$ cat src/rtl/tt_sweep_capture.sv
// Sweeps every input vector of a combinational netlist, assembles the observed output into a
// truth-table word and compares it against a reference table latched at sweep start.
module tt_sweep_capture #(
    parameter int unsigned N_IN   = 4,
    parameter int unsigned SETTLE = 2
) (
    input  logic                   clk,
    input  logic                   rst,
    input  logic                   start,
    input  logic [(2**N_IN)-1:0]   expected_tt,
    output logic [N_IN-1:0]        dut_in,
    input  logic                   dut_out,
    output logic                   busy,
    output logic                   done,
    output logic [(2**N_IN)-1:0]   tt_out,
    output logic                   match,
    output logic [(2**N_IN)-1:0]   mismatch_mask
);

    localparam int unsigned TW = 2 ** N_IN;
    localparam int unsigned SW = (SETTLE == 0) ? 1 : $clog2(SETTLE + 1);

    localparam logic [SW-1:0]   SettleMax = SW'(SETTLE);
    localparam logic [SW-1:0]   SettleOne = SW'(1);
    localparam logic [N_IN-1:0] IdxMax    = {N_IN{1'b1}};
    localparam logic [N_IN-1:0] IdxOne    = N_IN'(1);

    typedef enum logic [1:0] {
        StIdle,
        StHold,
        StDone
    } state_e;

    state_e          state_q, state_d;
    logic [N_IN-1:0] idx_q, idx_d;
    logic [SW-1:0]   settle_q, settle_d;
    logic [TW-1:0]   tt_q, tt_d;
    logic [TW-1:0]   exp_q, exp_d;
    logic            match_q, match_d;
    logic [TW-1:0]   mask_q, mask_d;

    always_comb begin
        state_d  = state_q;
        idx_d    = idx_q;
        settle_d = settle_q;
        tt_d     = tt_q;
        exp_d    = exp_q;
        match_d  = match_q;
        mask_d   = mask_q;

        case (state_q)
            StIdle, StDone: begin
                if (start) begin
                    state_d  = StHold;
                    idx_d    = '0;
                    settle_d = '0;
                    tt_d     = '0;
                    exp_d    = expected_tt;
                    match_d  = 1'b0;
                    mask_d   = '0;
                end else begin
                    state_d = StIdle;
                end
            end
            StHold: begin
                if (settle_q != SettleMax) begin
                    settle_d = settle_q + SettleOne;
                end else begin
                    tt_d[idx_q] = dut_out;
                    if (idx_q == IdxMax) begin
                        // Compare against the table including the bit written at this edge.
                        state_d = StDone;
                        match_d = (tt_d == exp_q);
                        mask_d  = tt_d ^ exp_q;
                    end else begin
                        idx_d    = idx_q + IdxOne;
                        settle_d = '0;
                    end
                end
            end
            default: state_d = StIdle;
        endcase
    end

    always_ff @(posedge clk or posedge rst) begin
        if (rst) begin
            state_q  <= StIdle;
            idx_q    <= '0;
            settle_q <= '0;
            tt_q     <= '0;
            exp_q    <= '0;
            match_q  <= 1'b0;
            mask_q   <= '0;
        end else begin
            state_q  <= state_d;
            idx_q    <= idx_d;
            settle_q <= settle_d;
            tt_q     <= tt_d;
            exp_q    <= exp_d;
            match_q  <= match_d;
            mask_q   <= mask_d;
        end
    end

    // idx only changes inside a sweep, so it also holds the last vector in DONE and IDLE.
    assign dut_in        = idx_q;
    assign busy          = (state_q == StHold);
    assign done          = (state_q == StDone);
    assign tt_out        = tt_q;
    assign match         = match_q;
    assign mismatch_mask = mask_q;

endmodule

$ cat config.mk
export PLATFORM = sky130hd
export DESIGN_NAME = tt_sweep_capture
export DESIGN_NICKNAME = d
export VERILOG_FILES = /design/src/rtl/tt_sweep_capture.sv
export SDC_FILE = /design/constraint.sdc
export NUM_CORES = 1
export LEC_CHECK = 0
export CORE_MARGIN = 8
export CORE_UTILIZATION = 51
export CTS_CLUSTER_DIAMETER = 30
export DETAILED_ROUTE_END_ITERATION = 10
export PLACE_DENSITY = 0.82
export SLEW_MARGIN = 25
export SYNTH_ARGS = -nofsm -noshare
export SYNTH_HDL_FRONTEND = slang
export SYNTH_SLANG_ARGS = --single-unit
$ cat constraint.sdc
create_clock -name clk -period 2.25 [get_ports clk]
set_input_delay 0.45 -clock clk [delete_from_list [all_inputs] [get_ports clk]]
set_output_delay 0.45 -clock clk [all_outputs]
set_load 0.01 [all_outputs]
==> metrics.cfg <==
[layout]
syn_to_final_growth_pct = 29.9
antennaDiodeCount = 0
fin_nets = 394
final_layout_size_suffix_gt1_frac = 0.0938
utilization = 0.678
postLayoutCellArea_mm2 = 0.00371
nFillCells = 448

[placed_design]
io_buffers = 58
place_ws_ns = 0.110
gp_congestion = 0.906
post_dp_cell_area_mm2 = 0.00351
place_hpwl_mm = 5.21

[global_route]
grt-ovfl-total = 0
grt_pass1_vias = 2401
grt_pass1_wl_mm = 12.3
grt_max_degree = 37
antenna_found_initial = 0
grt_usage = 0.185

[synthesis]
synthTopCellsByCount = 72 x nand2_1, 57 x dfrtp_1, 41 x o21ai_0
yosys-top-cells-area = dfrtp_1 50%, nand2_1 9.5%, o21ai_0 7.2%
ys_seq_elements = 57
syn_area_mm2 = 0.00285
syn-num-nets = 333
synthSimpleGateAreaFrac = 0.212
synthMuxAreaShare = 0.0596
yosysWarnings = 0
synth-compound-area-share = 0.0991
synth-xor-area-share = 0.0552
synth_seq_area_share = 0.500
synth.most_common_cell = nand2_1
synth_top_area_share = 0.500
synth-edff-count = 0
async_reset_ff_frac = 1.00
synth_flop_cell = dfrtp_1
synthCells = 307
synth.largest_area_cell = dfrtp_1
synth-adder-area-share = 0.0263
postSynthAreaPerCell_um2 = 9.30
synth_cell_types = 34
synth_top_family_by_area = simple AND/OR/NAND/NOR gates

[sta]
setup-violations-final = 0
skew_ns = 0.00609
worst_slew_pin_slew_ns = 0.406
rsz0062_at_grt = no
slew_violations = 0
period_share = 0.937
max_freq_ghz = 0.475
period_minus_slack_ns = 2.11
setup_slack_ns = 0.143
setup_tns_ns = 0
finalHoldViolCount = 0
maxSlewHeadroom = 0.728

[power]
power_density_mw_per_mm2 = 632
ir_drop_mv = 0.324
total_leakage_power_nw = 1.75
finalPower_w = 0.00235

[clock_tree]
cts_tree = built
cts_max_path_buffers = 2
clk_latency_ns = 0.33
cts_root_buffer = clkbuf_8
postCtsSetupBuffers = 0
cts-htree-levels = 3
clock_sinks = 57
cts_buffers = 9
clk_pin_slew_ns = 0.06

[critical_path]
end_kind = output port
cp-start-kind = flip-flop
worstPathArrival_ns = 1.66
crit_fanout = 13
critPathMaxStageDelay_ns = 0.58
cp_slowest_cell = dfrtp_1
path_class = flip-flop to output port
path_cells = buf_4 -> clkdlybuf4s50_1
worst_ep_required_time_ns = 1.80

[route]
final_antenna_net_count = 0
wirelength_mm = 7.36
routed_via_density = 5.49
drc = 0
vias = 2443
drt-initial-drc-count = 219
wl_per_cell_um = 16.5
firstDrtPassIters = 5

[die]
start_util = 0.521
ios = 59
rows = 27
chipHeight_um = 90.8
coreArea_mm2 = 0.00547
die_w_um = 90.8
dieArea_mm2 = 0.00825

[run]
max_cap_violations = 0

[status]
status = complete, no violations

[hold_path]
hp-class = primary input to asynchronous set/reset pin

## per-stage QoR
step	instances	hold slack, ns
2_1_floorplan	307	0.466
3_3_place_gp	429	0.480
3_5_place_dp	429	0.485
4_1_cts	445	0.501
5_1_grt	445	0.521
6_report	445	0.497
## layout make-up
| class | count | area (um2) | share of cell area |
|---|---|---|---|
| clock buffer | 14 | 183 | 0.0493 |
| clock inverter | 2 | 10.0 | 0.00270 |
| inverter | 6 | 22.5 | 0.00607 |
| multi-input combinational | 225 | 1300 | 0.351 |
| sequential | 57 | 1430 | 0.385 |
| tap | 72 | 90.1 | 0.0243 |
| timing repair buffer | 69 | 676 | 0.182 |
## power by group
| part | internal [W] | switching, W |
|---|---|---|
| Clock | 0.000517 | 0.000389 |
| Combinational | 0.000162 | 0.000149 |
| Sequential | 0.00108 | 0.0000438 |
## cells in the final DEF (no fill, tap or decap), types with 2 or more instances in the layout
cell type,synthesis,final
mux2i_1,17,17
clkinv_2,0,2
nand3b_1,6,6
clkbuf_8,0,13
clkdlybuf4s50_1,0,58
nor4_1,2,2
o31ai_1,2,2
nor2_1,5,5
a21oi_1,11,11
nor2b_1,5,5
ha_1,6,4
nand3_1,23,23
nand4_1,3,3
dfrtp_1,57,57
xnor2_1,9,9
and2b_2,2,2
inv_1,5,4
o21ai_0,41,41
xor2_1,9,9
buf_4,1,10
nand2b_1,2,2
ha_2,0,2
inv_2,1,2
nand2_1,72,72
## state kept, by name, indices dropped and copies added, names as in the netlist
name and flops:
dut_in 4, exp_q 16, match 1, mismatch_mask 16, settle_q 2, state_q 2, tt_out 16
## kinds of logic after synthesis
| logic type | after synthesis |
|---|---|
| and+or+nand+nor | 129 |
| DFF | 57 |
| AOI/OAI and AO/OA | 55 |
| buffers and inverters | 25 |
| xor gates and xnor gates | 18 |
| muxes | 17 |
| adders and majority gates | 6 |
## critical path, delay by kind of cell (launching register included)
kind / cells / cell delay, ns
buffers and inverters: 2 / 0.74
flip-flops: 1 / 0.58
## per-layer routing
metal  share of wire  up-vias  track usage
li1                -     1153            -
met1            0.47     1172        0.249
met2            0.45      109        0.273
met3           0.070        9       0.0507
met4           0.011        0       0.0764
met5               0        -            0
## final timing paths
check / startpoint / endpoint / slack, ns / cells past startpoint
hold reg to reg: mismatch_mask[8]$_DFFE_PP0P_ / mismatch_mask[8]$_DFFE_PP0P_ / 0.50 / 2
max in group asynchronous: rst / exp_q[15]$_DFFE_PP0P_ / 1.46 / 3
setup / recovery: dut_in[3]$_DFFE_PP0P_ / dut_in[3] / 0.14 / 2
min in group clk: mismatch_mask[8]$_DFFE_PP0P_ / mismatch_mask[8]$_DFFE_PP0P_ / 0.50 / 2
setup reg to reg: dut_in[1]$_DFFE_PP0P_ / match$_DFFE_PP0P_ / 0.16 / 8
hold / removal: rst / dut_in[0]$_DFFE_PP0P_ / 0.50 / 3
## what timing repair did
| item | in CTS | in global routing |
|---|---|---|
| gates resized for setup | 0 | 3 |
| hold buffers | 0 | 0 |
| endpoints found under the hold margin | 0 | 0 |
| endpoints found under the setup margin | 0 | 1 |
Power figures use the tool's default switching activity.
